### config.mk
export PLATFORM = sky130hd
export DESIGN_NAME = unidade_controle_rodadas_flat
export DESIGN_NICKNAME = d
export VERILOG_FILES = /design/src/rtl/unidade_controle_rodadas_pkg.sv /design/src/rtl/unidade_controle_rodadas_if.sv /design/src/rtl/contador_timeout.sv /design/src/rtl/unidade_controle_rodadas.sv /design/src/flat_wrapper.sv
export SDC_FILE = /design/constraint.sdc
export NUM_CORES = 1
export LEC_CHECK = 0
export ABC_AREA = 0
export CAP_MARGIN = 10
export CORE_MARGIN = 8
export CORE_UTILIZATION = 35
export DETAILED_ROUTE_END_ITERATION = 10
export PLACE_DENSITY = 0.64
export REMOVE_ABC_BUFFERS = 1
export SLEW_MARGIN = 0
export SYNTH_ARGS = -nofsm -noshare
export SYNTH_HDL_FRONTEND = slang
export SYNTH_SLANG_ARGS = --single-unit
### constraint.sdc
create_clock -name clock -period 3.2 [get_ports clock]
set_input_delay 0.8 -clock clock [delete_from_list [all_inputs] [get_ports clock]]
set_output_delay 0.8 -clock clock [all_outputs]
set_load 0.01 [all_outputs]
### src/rtl/unidade_controle_rodadas_pkg.sv
// Shared definitions for the round controller of the sequence-memory game.
// Holds the state encoding, the display value for an illegal state and the
// Moore output decode so the top level and any bench/debug logic agree.
package unidade_controle_rodadas_pkg;

   typedef enum logic [3:0] {
      INICIAL        = 4'd0,
      PREPARACAO     = 4'd1,
      INICIO_RODADA  = 4'd2,
      ESPERA         = 4'd3,
      REGISTRA       = 4'd4,
      COMPARA        = 4'd5,
      PROXIMA_JOGADA = 4'd6,
      PROXIMA_RODADA = 4'd7,
      FINAL_ACERTO   = 4'd8,
      FINAL_ERRO     = 4'd9,
      FINAL_TIMEOUT  = 4'd10
   } estado_t;

   localparam logic [3:0] ESTADO_INVALIDO = 4'hF;

   typedef struct packed {
      logic       zeraE;
      logic       contaE;
      logic       zeraR;
      logic       contaR;
      logic       registraR;
      logic       limpaR;
      logic       acertou;
      logic       errou;
      logic       timeout;
      logic       pronto;
      logic [3:0] estado;
   } saidas_t;

   // Moore decode of a state code into datapath controls and result flags.
   function automatic saidas_t decodifica(input logic [3:0] e);
      saidas_t s;
      s        = '0;
      s.estado = e;
      case (e)
         INICIAL:        begin s.zeraE = 1'b1; s.zeraR = 1'b1; end
         PREPARACAO:     begin s.zeraE = 1'b1; s.zeraR = 1'b1; s.limpaR = 1'b1; end
         INICIO_RODADA:  s.zeraE     = 1'b1;
         ESPERA:         ;
         REGISTRA:       s.registraR = 1'b1;
         COMPARA:        ;
         PROXIMA_JOGADA: s.contaE    = 1'b1;
         PROXIMA_RODADA: s.contaR    = 1'b1;
         FINAL_ACERTO:   begin s.acertou = 1'b1; s.pronto = 1'b1; end
         FINAL_ERRO:     begin s.errou   = 1'b1; s.pronto = 1'b1; end
         FINAL_TIMEOUT:  begin s.timeout = 1'b1; s.pronto = 1'b1; end
         default:        s.estado = ESTADO_INVALIDO;
      endcase
      return s;
   endfunction

endpackage

### src/rtl/unidade_controle_rodadas_if.sv
// Signal bundle between the round controller and its datapath.
//   slave  : the controller (game status in, controls/flags/debug out)
//   master : the datapath or a bench driving it
interface unidade_controle_rodadas_if;
   // status from datapath / player
   logic       iniciar;
   logic       jogada;
   logic       igual;
   logic       fimE;
   logic       fimR;
   logic       modo;
   // datapath controls
   logic       zeraE;
   logic       contaE;
   logic       zeraR;
   logic       contaR;
   logic       registraR;
   logic       limpaR;
   // results and debug
   logic       acertou;
   logic       errou;
   logic       timeout;
   logic       pronto;
   logic [3:0] db_estado;
   logic       db_modo;

   modport slave (
      input  iniciar, jogada, igual, fimE, fimR, modo,
      output zeraE, contaE, zeraR, contaR, registraR, limpaR,
             acertou, errou, timeout, pronto, db_estado, db_modo
   );

   modport master (
      output iniciar, jogada, igual, fimE, fimR, modo,
      input  zeraE, contaE, zeraR, contaR, registraR, limpaR,
             acertou, errou, timeout, pronto, db_estado, db_modo
   );
endinterface

### src/rtl/contador_timeout.sv
// Saturating up-counter used to time the player's wait for a move.
//   clock, reset : rising-edge clock, async active-high reset
//   limpa_i      : synchronous clear (wins over conta_i)
//   conta_i      : count enable; stops at MODULO-1, never wraps
//   fim_o        : count has reached MODULO-1
module contador_timeout #(
   parameter int MODULO = 5000
) (
   input  logic clock,
   input  logic reset,
   input  logic limpa_i,
   input  logic conta_i,
   output logic fim_o
);
   localparam int W = $clog2(MODULO);
   localparam logic [W-1:0] ULTIMO = W'(MODULO - 1);

   logic [W-1:0] valor_q, valor_d;

   always_comb begin
      valor_d = valor_q;
      if (limpa_i)                          valor_d = '0;
      else if (conta_i && valor_q != ULTIMO) valor_d = valor_q + 1'b1;
   end

   always_ff @(posedge clock or posedge reset) begin
      if (reset) valor_q <= '0;
      else       valor_q <= valor_d;
   end

   assign fim_o = (valor_q == ULTIMO);
endmodule

### src/rtl/unidade_controle_rodadas.sv
// Round controller FSM for the sequence-memory game.
//   clock, reset     : rising-edge clock, async active-high reset
//   bus (slave)      : iniciar/jogada/igual/fimE/fimR/modo in;
//                      zeraE/contaE/zeraR/contaR/registraR/limpaR controls,
//                      acertou/errou/timeout/pronto results,
//                      db_estado (state code) and db_modo (latched mode) out
// Outputs are registered from the next state, so they behave exactly like a
// Moore decode of the current state but leave the block glitch-free.
module unidade_controle_rodadas
   import unidade_controle_rodadas_pkg::*;
#(
   parameter int TIMEOUT_CICLOS = 5000
) (
   input  logic                          clock,
   input  logic                          reset,
   unidade_controle_rodadas_if.slave     bus
);

   estado_t estado_q, estado_d;
   saidas_t saida_q;
   logic    modo_q;
   logic    fim_timeout;

   // Counter is cleared in every state but espera, so each entry restarts at 0.
   contador_timeout #(.MODULO(TIMEOUT_CICLOS)) u_timeout (
      .clock   (clock),
      .reset   (reset),
      .limpa_i (estado_q != ESPERA),
      .conta_i (estado_q == ESPERA),
      .fim_o   (fim_timeout)
   );

   always_comb begin
      estado_d = estado_q;
      case (estado_q)
         INICIAL:        if (bus.iniciar) estado_d = PREPARACAO;
         PREPARACAO:     estado_d = INICIO_RODADA;
         INICIO_RODADA:  estado_d = ESPERA;
         // a move arriving on the last allowed cycle still counts
         ESPERA:         if (bus.jogada)    estado_d = REGISTRA;
                         else if (fim_timeout) estado_d = FINAL_TIMEOUT;
         REGISTRA:       estado_d = COMPARA;
         COMPARA:        if (!bus.igual)           estado_d = FINAL_ERRO;
                         else if (!bus.fimE)       estado_d = PROXIMA_JOGADA;
                         else if (!modo_q || bus.fimR) estado_d = FINAL_ACERTO;
                         else                      estado_d = PROXIMA_RODADA;
         PROXIMA_JOGADA: estado_d = ESPERA;
         PROXIMA_RODADA: estado_d = INICIO_RODADA;
         FINAL_ACERTO,
         FINAL_ERRO,
         FINAL_TIMEOUT:  if (bus.iniciar) estado_d = PREPARACAO;
         default:        estado_d = INICIAL;
      endcase
   end

   always_ff @(posedge clock or posedge reset) begin
      if (reset) begin
         estado_q <= INICIAL;
         saida_q  <= decodifica(INICIAL);
         modo_q   <= 1'b0;
      end else begin
         estado_q <= estado_d;
         saida_q  <= decodifica(estado_d);
         // mode is sampled only when leaving preparacao
         if (estado_q == PREPARACAO) modo_q <= bus.modo;
      end
   end

   assign bus.zeraE     = saida_q.zeraE;
   assign bus.contaE    = saida_q.contaE;
   assign bus.zeraR     = saida_q.zeraR;
   assign bus.contaR    = saida_q.contaR;
   assign bus.registraR = saida_q.registraR;
   assign bus.limpaR    = saida_q.limpaR;
   assign bus.acertou   = saida_q.acertou;
   assign bus.errou     = saida_q.errou;
   assign bus.timeout   = saida_q.timeout;
   assign bus.pronto    = saida_q.pronto;
   assign bus.db_estado = saida_q.estado;
   assign bus.db_modo   = modo_q;

endmodule
### src/flat_wrapper.sv
// flat-port wrapper written by rule: the top's interface ports become plain ports
module unidade_controle_rodadas_flat import unidade_controle_rodadas_pkg::*;
#(
   parameter int TIMEOUT_CICLOS = 5000
)
  (clock, reset, bus_iniciar, bus_jogada, bus_igual, bus_fimE, bus_fimR, bus_modo, bus_zeraE, bus_contaE, bus_zeraR, bus_contaR, bus_registraR, bus_limpaR, bus_acertou, bus_errou, bus_timeout, bus_pronto, bus_db_estado, bus_db_modo);
  unidade_controle_rodadas_if bus_i ();
  input  logic clock;
  input  logic reset;
  input wire logic [$bits(bus_i.iniciar)-1:0] bus_iniciar;
  input wire logic [$bits(bus_i.jogada)-1:0] bus_jogada;
  input wire logic [$bits(bus_i.igual)-1:0] bus_igual;
  input wire logic [$bits(bus_i.fimE)-1:0] bus_fimE;
  input wire logic [$bits(bus_i.fimR)-1:0] bus_fimR;
  input wire logic [$bits(bus_i.modo)-1:0] bus_modo;
  output wire logic [$bits(bus_i.zeraE)-1:0] bus_zeraE;
  output wire logic [$bits(bus_i.contaE)-1:0] bus_contaE;
  output wire logic [$bits(bus_i.zeraR)-1:0] bus_zeraR;
  output wire logic [$bits(bus_i.contaR)-1:0] bus_contaR;
  output wire logic [$bits(bus_i.registraR)-1:0] bus_registraR;
  output wire logic [$bits(bus_i.limpaR)-1:0] bus_limpaR;
  output wire logic [$bits(bus_i.acertou)-1:0] bus_acertou;
  output wire logic [$bits(bus_i.errou)-1:0] bus_errou;
  output wire logic [$bits(bus_i.timeout)-1:0] bus_timeout;
  output wire logic [$bits(bus_i.pronto)-1:0] bus_pronto;
  output wire logic [$bits(bus_i.db_estado)-1:0] bus_db_estado;
  output wire logic [$bits(bus_i.db_modo)-1:0] bus_db_modo;
  assign bus_i.iniciar = bus_iniciar;
  assign bus_i.jogada = bus_jogada;
  assign bus_i.igual = bus_igual;
  assign bus_i.fimE = bus_fimE;
  assign bus_i.fimR = bus_fimR;
  assign bus_i.modo = bus_modo;
  assign bus_zeraE = bus_i.zeraE;
  assign bus_contaE = bus_i.contaE;
  assign bus_zeraR = bus_i.zeraR;
  assign bus_contaR = bus_i.contaR;
  assign bus_registraR = bus_i.registraR;
  assign bus_limpaR = bus_i.limpaR;
  assign bus_acertou = bus_i.acertou;
  assign bus_errou = bus_i.errou;
  assign bus_timeout = bus_i.timeout;
  assign bus_pronto = bus_i.pronto;
  assign bus_db_estado = bus_i.db_estado;
  assign bus_db_modo = bus_i.db_modo;
  unidade_controle_rodadas #(.TIMEOUT_CICLOS(TIMEOUT_CICLOS)) u_core (.clock(clock), .reset(reset), .bus(bus_i));
endmodule
After elaboration in Yosys (flattened, before gate mapping)
Cells that the tools add are included.
- add/sub/neg operators: 1
- eq/ne operators: 23
- multiplexer cells: 20
- reduce and logical (&&, ||, !) cells: 13
- operators with widths (cell ; count):
    == test 4 x 3 -> 1 bit (second input constant) ; 8
    two-way mux 4 bit ; 7
    two-way mux 13 bit ; 2
    == test 4 bit (second input constant) ; 6
    one-hot mux 4 bit (6 select lines) ; 1
    == test 4 x 2 -> 1 bit (second input constant) ; 4
    adder 13 x 1 -> 13 bit (second input constant) ; 1
    == test 13 bit (second input constant) ; 1
    != test 13 bit (second input constant) ; 1
    OR reduction 11 bit ; 1
    two-way mux 1 bit ; 10
    == test 4 x 1 -> 1 bit (second input constant) ; 2
    logical NOT 4 bit ; 2
    OR reduction 2 bit ; 3
    OR reduction 3 bit ; 2
    != test 4 x 2 -> 1 bit (second input constant) ; 1
    OR reduction 4 bit ; 1
    nonzero test 2 bit ; 1
    logical AND 1 bit ; 1
    logical NOT 1 bit ; 1
    logical OR 1 bit ; 1
- register bits after elaboration: 32
- word-level logic and storage cells: 71

Longest topological paths before layout
Gate-level depths: netlist of run 1.
- depth after elaboration: 9
- gate-level depth with buffers: 6
- depth with buffers taken out: 6

Hierarchy
Synthesis of run 1 repeated with hierarchy kept, for this count alone.
- cell total of the unflattened synthesis: 153
- area, all modules: 1594.0 µm²
- modules (own cells, without submodules) (module ; instances ; cells an instance ; area each (µm²) ; seq. area each (µm²)):
    unidade_controle_rodadas ; 1 ; 72 ; 848.3 ; 478.0
    contador_timeout ; 1 ; 81 ; 745.7 ; 325.3

Least setup slack after synthesis of run 1
OpenSTA, ideal clock, no wires.
- path type: input to register
- start: in bus_fimR
- end: reg u_core.saida_q (netlist bit u_core.bus.contaR)
- library setup time: 0.144 ns
- arrival time: 1.827 ns
- path slack: 1.229 ns
- cell stages on the path: 5
- path buffers: 0
- cells stage by stage: nor2b_1 and2_1 a222oi_1 o21ai_2 nor4b_1
- cells in the longest elaborated chain, start to end: 7
- ends and longest elaborated chain (item ; RTL line ; source):
    start, declared ; flat_wrapper.sv:14 ; input wire logic [$bits(bus_i.fimR)-1:0] bus_fimR;
    logical OR 1 bit ; unidade_controle_rodadas.sv:45 ; else if (!modo_q || bus.fimR) estado_d = FINAL_ACERTO;
    two-way mux 4 bit ; unidade_controle_rodadas.sv:45 ;
    two-way mux 4 bit ; unidade_controle_rodadas.sv:44 ; else if (!bus.fimE) estado_d = PROXIMA_JOGADA;
    two-way mux 4 bit ; unidade_controle_rodadas.sv:43 ; COMPARA: if (!bus.igual) estado_d = FINAL_ERRO;
    one-hot mux 4 bit (6 select lines) ; unidade_controle_rodadas.sv:35 ; case (estado_q)
    named net u_core.estado_d[0] ; unidade_controle_rodadas.sv:19 ; estado_t estado_q, estado_d;
    == test 4 x 3 -> 1 bit ; unidade_controle_rodadas_pkg.sv:41 ; case (e)
    two-way mux 1 bit ; unidade_controle_rodadas_pkg.sv:41 ;
    end signal, assigned ; unidade_controle_rodadas.sv:59 ; saida_q <= decodifica(INICIAL);
    end signal, assigned ; unidade_controle_rodadas.sv:63 ; saida_q <= decodifica(estado_d);
    end, declared ; unidade_controle_rodadas.sv:20 ; saidas_t saida_q;
The timed path passes the listed nets, and every way through them passes these cells.
A chain may end at the register's enable or synchronous reset.

Final worst setup path of run 1
- start: in bus_fimE
- end: reg u_core.saida_q (netlist bit u_core.bus.timeout)
- cells in the longest elaborated chain, start to end: 5
- ends and longest elaborated chain (item ; RTL line ; source):
    start, declared ; flat_wrapper.sv:13 ; input wire logic [$bits(bus_i.fimE)-1:0] bus_fimE;
    two-way mux 4 bit ; unidade_controle_rodadas.sv:44 ;
    two-way mux 4 bit ; unidade_controle_rodadas.sv:43 ;
    one-hot mux 4 bit (6 select lines) ; unidade_controle_rodadas.sv:35 ;
    named net u_core.estado_d[1] ; unidade_controle_rodadas.sv:19 ;
    == test 4 bit ; unidade_controle_rodadas_pkg.sv:41 ;
    two-way mux 1 bit ; unidade_controle_rodadas_pkg.sv:41 ;
The timed path passes the listed nets, and every way through them passes these cells.

==> flow_summary.ini, run 1 <==
[placed_design]
port_buffers = 22
gp_congestion = 0.746
hpwl_um = 2300
dp.cells = 213

[grt]
antenna_found_initial = 0
grt_max_degree = 33
grt_pass1_vias = 1228
grt_pass1_wl_um = 5550
grt.overflow.total = 0
track_usage_pct = 11.0

[setup_path]
cp-end-kind = flip-flop
start_kind = input port
worstPathMaxFanout = 6
worstPathArrival_ns = 2.57
r2r_end = u_core.bus.acertou$_DFF_PP0_
rrSetupSlack_ns = 1.27
reg2regPathDepth = 5
critical_path_class = in2reg
reg2reg_from = u_core.u_timeout.valor_q[0]$_DFFE_PP0P_
required_ns = 3.38

[finish]
layout_common_cells = dfrtp_1, clkdlybuf4s50_1, nor2_1, inv_1
area_growth_pct = 25.4
nets = 179
nFillCells = 373
antennaDiodeCount = 0
layout_commonest_cell = dfrtp_1
drive_gt1_share_pct = 10.5
layout.cells.non_filler = 221

[die]
rows = 23
start_util_pct = 36.5
dieArea_sq_um = 6490
die_w_um = 80.6
coreArea_sq_um = 4000
ios = 23
die_height_um = 80.6

[logic_synthesis]
ys_warn_count = 0
syn_area_sq_um = 1460
ys_seq_elements = 32
syn_area_per_cell_sq_um = 10.2
synth-async-reset-ratio_pct = 100
ys.flop_type = dfrtp_1
synth_edf_count = 0
synthDistinctLibCells = 42
yosysSeqAreaShare_pct = 55.1
syn-instance-count = 143

[cts]
cts_setup_buffers = 0
clock_path_buffers = 2
cts_tree = done
cts_resized = 0
postCtsHoldBufs = 0
clock_sinks = 32
clock_latency_ns = 0.28
cts-buffers-inserted = 5
cts_root_buf = clkbuf_8
path_clk_slew_ns = 0.07
htreeDepth = 2

[detailed_routing]
drtIter0Drc = 102
dr.pass1.iters = 4
drc_errors = 0
wl_um = 3250
routedWlPerCell_um = 14.7
vias = 1185
postRouteAntennaNets = 0
via_per_inst = 5.36

[flow_run]
cap_violations = 0

[sta]
fin_skew_ns = 0.00833
finalMaxSlewViolations = 0
final-setup-viol-count = 0
rsz0062_at_grt = false
worst_pin_slew_ns = 0.680
finalHoldViolCount = 0
period_minus_slack_ns = 2.40
fin_crit_sh_pct = 75.0
timing.fmax_mhz = 417
setup_tns_ns = 0
max_slew_margin_pct = 54.3

[min_path]
min_path_cells = 1
min_to = u_core.bus.db_modo$_DFFE_PP0P_
min-delay-path-class = reg2reg
min-delay-start = u_core.bus.db_modo$_DFFE_PP0P_

[power_and_ir_drop]
p_leak_nw = 0.775
irDropWorstVdd_v = 0.000423
power.density_nw_per_um2 = 757

[run_status]
status = complete, no violations
## final cells by class
cell class / count / area [sq um] / share of cell area [%]
sequential: 32 / 803 / 43.9
multi-input combinational: 95 / 586 / 32.0
timing repair buffer: 25 / 243 / 13.3
clock buffer: 7 / 86.3 / 4.72
tap: 50 / 62.6 / 3.42
inverter: 11 / 41.3 / 2.26
clock inverter: 1 / 7.51 / 0.410
## critical path, stage by stage
cell and delay, ns:
clkdlybuf4s50_1 0.48, inv_1 0.04, o21ai_0 0.52, a311o_1 0.31
o31ai_1 0.17, and3_2 0.26
## cells by family (layout without fill, tap and decap cells)
family,after synthesis,count (layout),synth area share (%)
and+or+nand+nor,57,57,20.8
DFF,32,32,55.1
xor gates and xnor gates,8,8,4.80
muxes,1,1,0.772
buffers and inverters,16,44,4.80
adders and majority gates,1,1,0.857
AOI/OAI and AO/OA,28,28,12.9
## through the flow
| step | utilization (%) | hold WS (ns) | power [mW] | area, sq um | setup WS, ns |
|---|---|---|---|---|---|
| 2_1_floorplan | - | 0.502 | 0.842 | 1430 | 1.23 |
| 3_3_place_gp | 43.4 | 0.516 | 1.05 | 1740 | 0.642 |
| 3_5_place_dp | 43.4 | 0.528 | 1.07 | 1740 | 0.551 |
| 4_1_cts | 45.7 | 0.547 | 1.39 | 1830 | 0.859 |
| 5_1_grt | 45.7 | 0.573 | 1.47 | 1830 | 0.667 |
| 6_report | 45.7 | 0.542 | 1.39 | 1830 | 0.801 |
## synth_stat cells (2+ instances only)
cell type / n / share of area [%]
dfstp_2: 2 / 3.6
a211oi_1: 2 / 1.0
nand2_1: 7 / 1.8
or3_1: 3 / 1.3
o31ai_1: 5 / 2.6
nand3_1: 7 / 2.4
dfrtp_1: 30 / 51
xnor2_1: 5 / 3.0
nor4_1: 2 / 0.86
a21oi_1: 4 / 1.4
clkbuf_1: 2 / 0.51
nand4_1: 2 / 0.86
and3_1: 2 / 0.86
o21ai_0: 7 / 2.4
xor2_1: 3 / 1.8
buf_2: 2 / 0.69
nor2_1: 20 / 5.1
and4_1: 2 / 1.2
inv_1: 11 / 2.8
nor3_1: 2 / 0.69
a31oi_1: 2 / 0.86
## metal layers
layer  up-vias  routed length (um)  global-route usage, %  share of wire [%]
li1        557                   -                      -                  -
met1       589                1330                   11.5                 41
met2        32                1710                   18.7                 53
met3         7                 146                   4.24                4.5
met4         0                  58                   5.45                1.8
met5         -                   0                      0                  0
## flip-flops by register name, summed over array words and instances (netlist names)
name                      count
u_core.estado_q               4
u_core.bus.timeout            1
u_core.bus.db_estado          4
u_core.bus.errou              1
u_core.u_timeout.valor_q     13
u_core.bus.limpaR             1
u_core.bus.db_modo            1
u_core.bus.contaE             1
u_core.bus.pronto             1
u_core.bus.zeraE              1
u_core.bus.contaR             1
u_core.bus.zeraR              1
u_core.bus.registraR          1
u_core.bus.acertou            1
## worst max-delay path by stage
stage / from / cells after the start / to
after global placement: bus_fimE / 6 / u_core.bus.timeout$_DFF_PP0_
after detailed placement: bus_fimE / 6 / u_core.bus.timeout$_DFF_PP0_
after CTS: bus_fimE / 6 / u_core.bus.zeraE$_DFF_PP1_
after floorplan: bus_fimR / 5 / u_core.bus.contaR$_DFF_PP0_
final: bus_fimE / 6 / u_core.bus.timeout$_DFF_PP0_
after global routing: bus_fimE / 6 / u_core.bus.zeraE$_DFF_PP1_
## power by group
part           switching [mW]  internal [mW]  leakage [nW]
Combinational           0.266          0.227         0.307
Sequential             0.0777          0.495         0.423
Clock                   0.145          0.175        0.0445
Total                   0.489          0.896         0.775
Power figures use the tool's default switching activity.
==> inputs of run 2 (changes only) <==
- PLACE_DENSITY: 0.64 -> 0.66
- clock period: 3.2 -> 2.1 ns (I/O delays scaled with it)
==> run 2 against run 1 <==
Critical path depth is the same. Sequential cell count unchanged. Clock skew fell by 0.0021 ns. Total power increased by 53%. Hold slack worse by 0.0073 ns. Global-route usage barely moved. Combinational power rose by 60%. Final area rose by 2.4%. Routed wire length is 2.4% lower. Register-to-register slack worse by 0.99 ns.
==> flow_summary.ini, run 2 (synthesis results as in run 1) <==
[cts]
cts_root_buf = clkbuf_8
cts-buffers-inserted = 5
clock_sinks = 32
cts_setup_buffers = 0
cts_resized = 0
path_clk_slew_ns = 0.07
cts_tree = done
postCtsHoldBufs = 0
clock_path_buffers = 2
clock_latency_ns = 0.28
htreeDepth = 2

[finish]
layout_commonest_cell = dfrtp_1
regMostFlops = u_core.u_timeout.valor_q
layout_common_cells = dfrtp_1, clkdlybuf4s50_1, nor2_1, inv_1, buf_4
drive_gt1_share_pct = 14.0
nets = 186
largest_reg_flops = 13
area_growth_pct = 28.4
layout.cells.non_filler = 228
antennaDiodeCount = 0

[min_path]
min-delay-path-class = reg2reg
min_path_cells = 1
min-delay-start = u_core.bus.db_modo$_DFFE_PP0P_
min_to = u_core.bus.db_modo$_DFFE_PP0P_

[detailed_routing]
vias = 1169
wl_um = 3170
drtIter0Drc = 96
dr.pass1.iters = 4
routedWlPerCell_um = 13.9
via_per_inst = 5.13
postRouteAntennaNets = 0
drc_errors = 0

[power_and_ir_drop]
power.density_nw_per_um2 = 1130
p_leak_nw = 0.804
irDropWorstVdd_v = 0.000615

[setup_path]
cp-end-kind = flip-flop
worstPathArrival_ns = 2.16
slowest_delay_ns = 0.47
required_ns = 2.29
rrSetupSlack_ns = 0.28
worstPathMaxFanout = 6
critical_path_class = in2reg
reg2reg_from = u_core.estado_q[3]$_DFF_PP0_
cp_cell_sequence = clkdlybuf4s50_1 > inv_1 > o21ai_0 > a311o_1 > o31ai_1 > a211oi_1
reg2regPathDepth = 5
start_kind = input port
r2r_end = u_core.bus.timeout$_DFF_PP0_
cp_slowest_cell = clkdlybuf4s50_1

[flow_run]
cap_violations = 0

[sta]
fin_skew_ns = 0.00626
timing.final.ws_setup_ns = 0.134
final-setup-viol-count = 0
fin_crit_sh_pct = 93.6
timing.fmax_mhz = 509
max_slew_margin_pct = 56.5
worst_pin_slew_ns = 0.647
rsz0062_at_grt = false
period_minus_slack_ns = 1.97
finalMaxSlewViolations = 0
finalHoldViolCount = 0

[placed_design]
gp_congestion = 0.856
port_buffers = 22
hpwl_um = 2310
dp.cells = 220
place_ws_ns = -0.169

[die]
die_height_um = 80.6
rows = 23
dieArea_sq_um = 6490
coreArea_sq_um = 4000
ios = 23
start_util_pct = 36.5
die_w_um = 80.6

[grt]
track_usage_pct = 10.9
antenna_found_initial = 0
grt_pass1_wl_um = 5490
grt_pass1_vias = 1206
grt_max_degree = 33
grt.overflow.total = 0

[run_status]
status = complete, no violations
==> run 2: critical path, delay by kind of cell <==
family	cells	cell delay, ns
AO/OA/AOI/OAI	4	1.13
buffers and inverters	2	0.51
==> run 2: layer usage <==
| layer | part of all wire (%) | vias up | global-route usage, % |
|---|---|---|---|
| li1 | - | 569 | - |
| met1 | 44 | 567 | 12.2 |
| met2 | 49 | 27 | 17.8 |
| met3 | 5.3 | 6 | 4.58 |
| met4 | 1.6 | 0 | 4.55 |
| met5 | 0 | - | 0 |
==> run 2: metrics by stage <==
| step | power, mW | setup TNS (ns) | hold slack [ns] | utilization (%) | area [sq um] |
|---|---|---|---|---|---|
| after CTS | 2.15 | 0 | 0.543 | 46.8 | 1870 |
| after detailed placement | 1.67 | -0.555 | 0.522 | 44.7 | 1790 |
| after floorplan | 1.28 | 0 | 0.502 | - | 1430 |
| after global placement | 1.65 | -0.0992 | 0.519 | 44.7 | 1790 |
| final | 2.11 | 0 | 0.535 | 46.8 | 1870 |
| after global routing | 2.26 | 0 | 0.582 | 46.8 | 1870 |
==> run 2: worst max-delay path by stage <==
stage | start | to | slack (ns) | cells after the start
6_report | bus_fimE | u_core.bus.zeraE$_DFF_PP1_ | 0.13 | 6
5_1_grt | bus_fimE | u_core.bus.zeraE$_DFF_PP1_ | 0.07 | 6
4_1_cts | bus_fimE | u_core.bus.zeraE$_DFF_PP1_ | 0.13 | 6
3_5_place_dp | bus_fimE | u_core.bus.zeraE$_DFF_PP1_ | -0.17 | 6
3_3_place_gp | bus_fimE | u_core.bus.timeout$_DFF_PP0_ | -0.05 | 6
2_1_floorplan | u_core.estado_q[2]$_DFF_PP0_ | u_core.bus.contaR$_DFF_PP0_ | 0.32 | 5
==> run 2: final cells by class <==
class	instances	area, sq um
multi-input cells	95	586
flip-flops and latches	32	803
inverters	11	41.3
fillers	388	2130
clock inverters	2	12.5
repair buffers	32	295
well taps	50	62.6
clock buffers	6	72.6
==> run 2: report_power, final <==
| group | internal [mW] | switching [mW] |
|---|---|---|
| logic | 0.378 | 0.409 |
| clock network | 0.231 | 0.225 |
| registers | 0.755 | 0.117 |
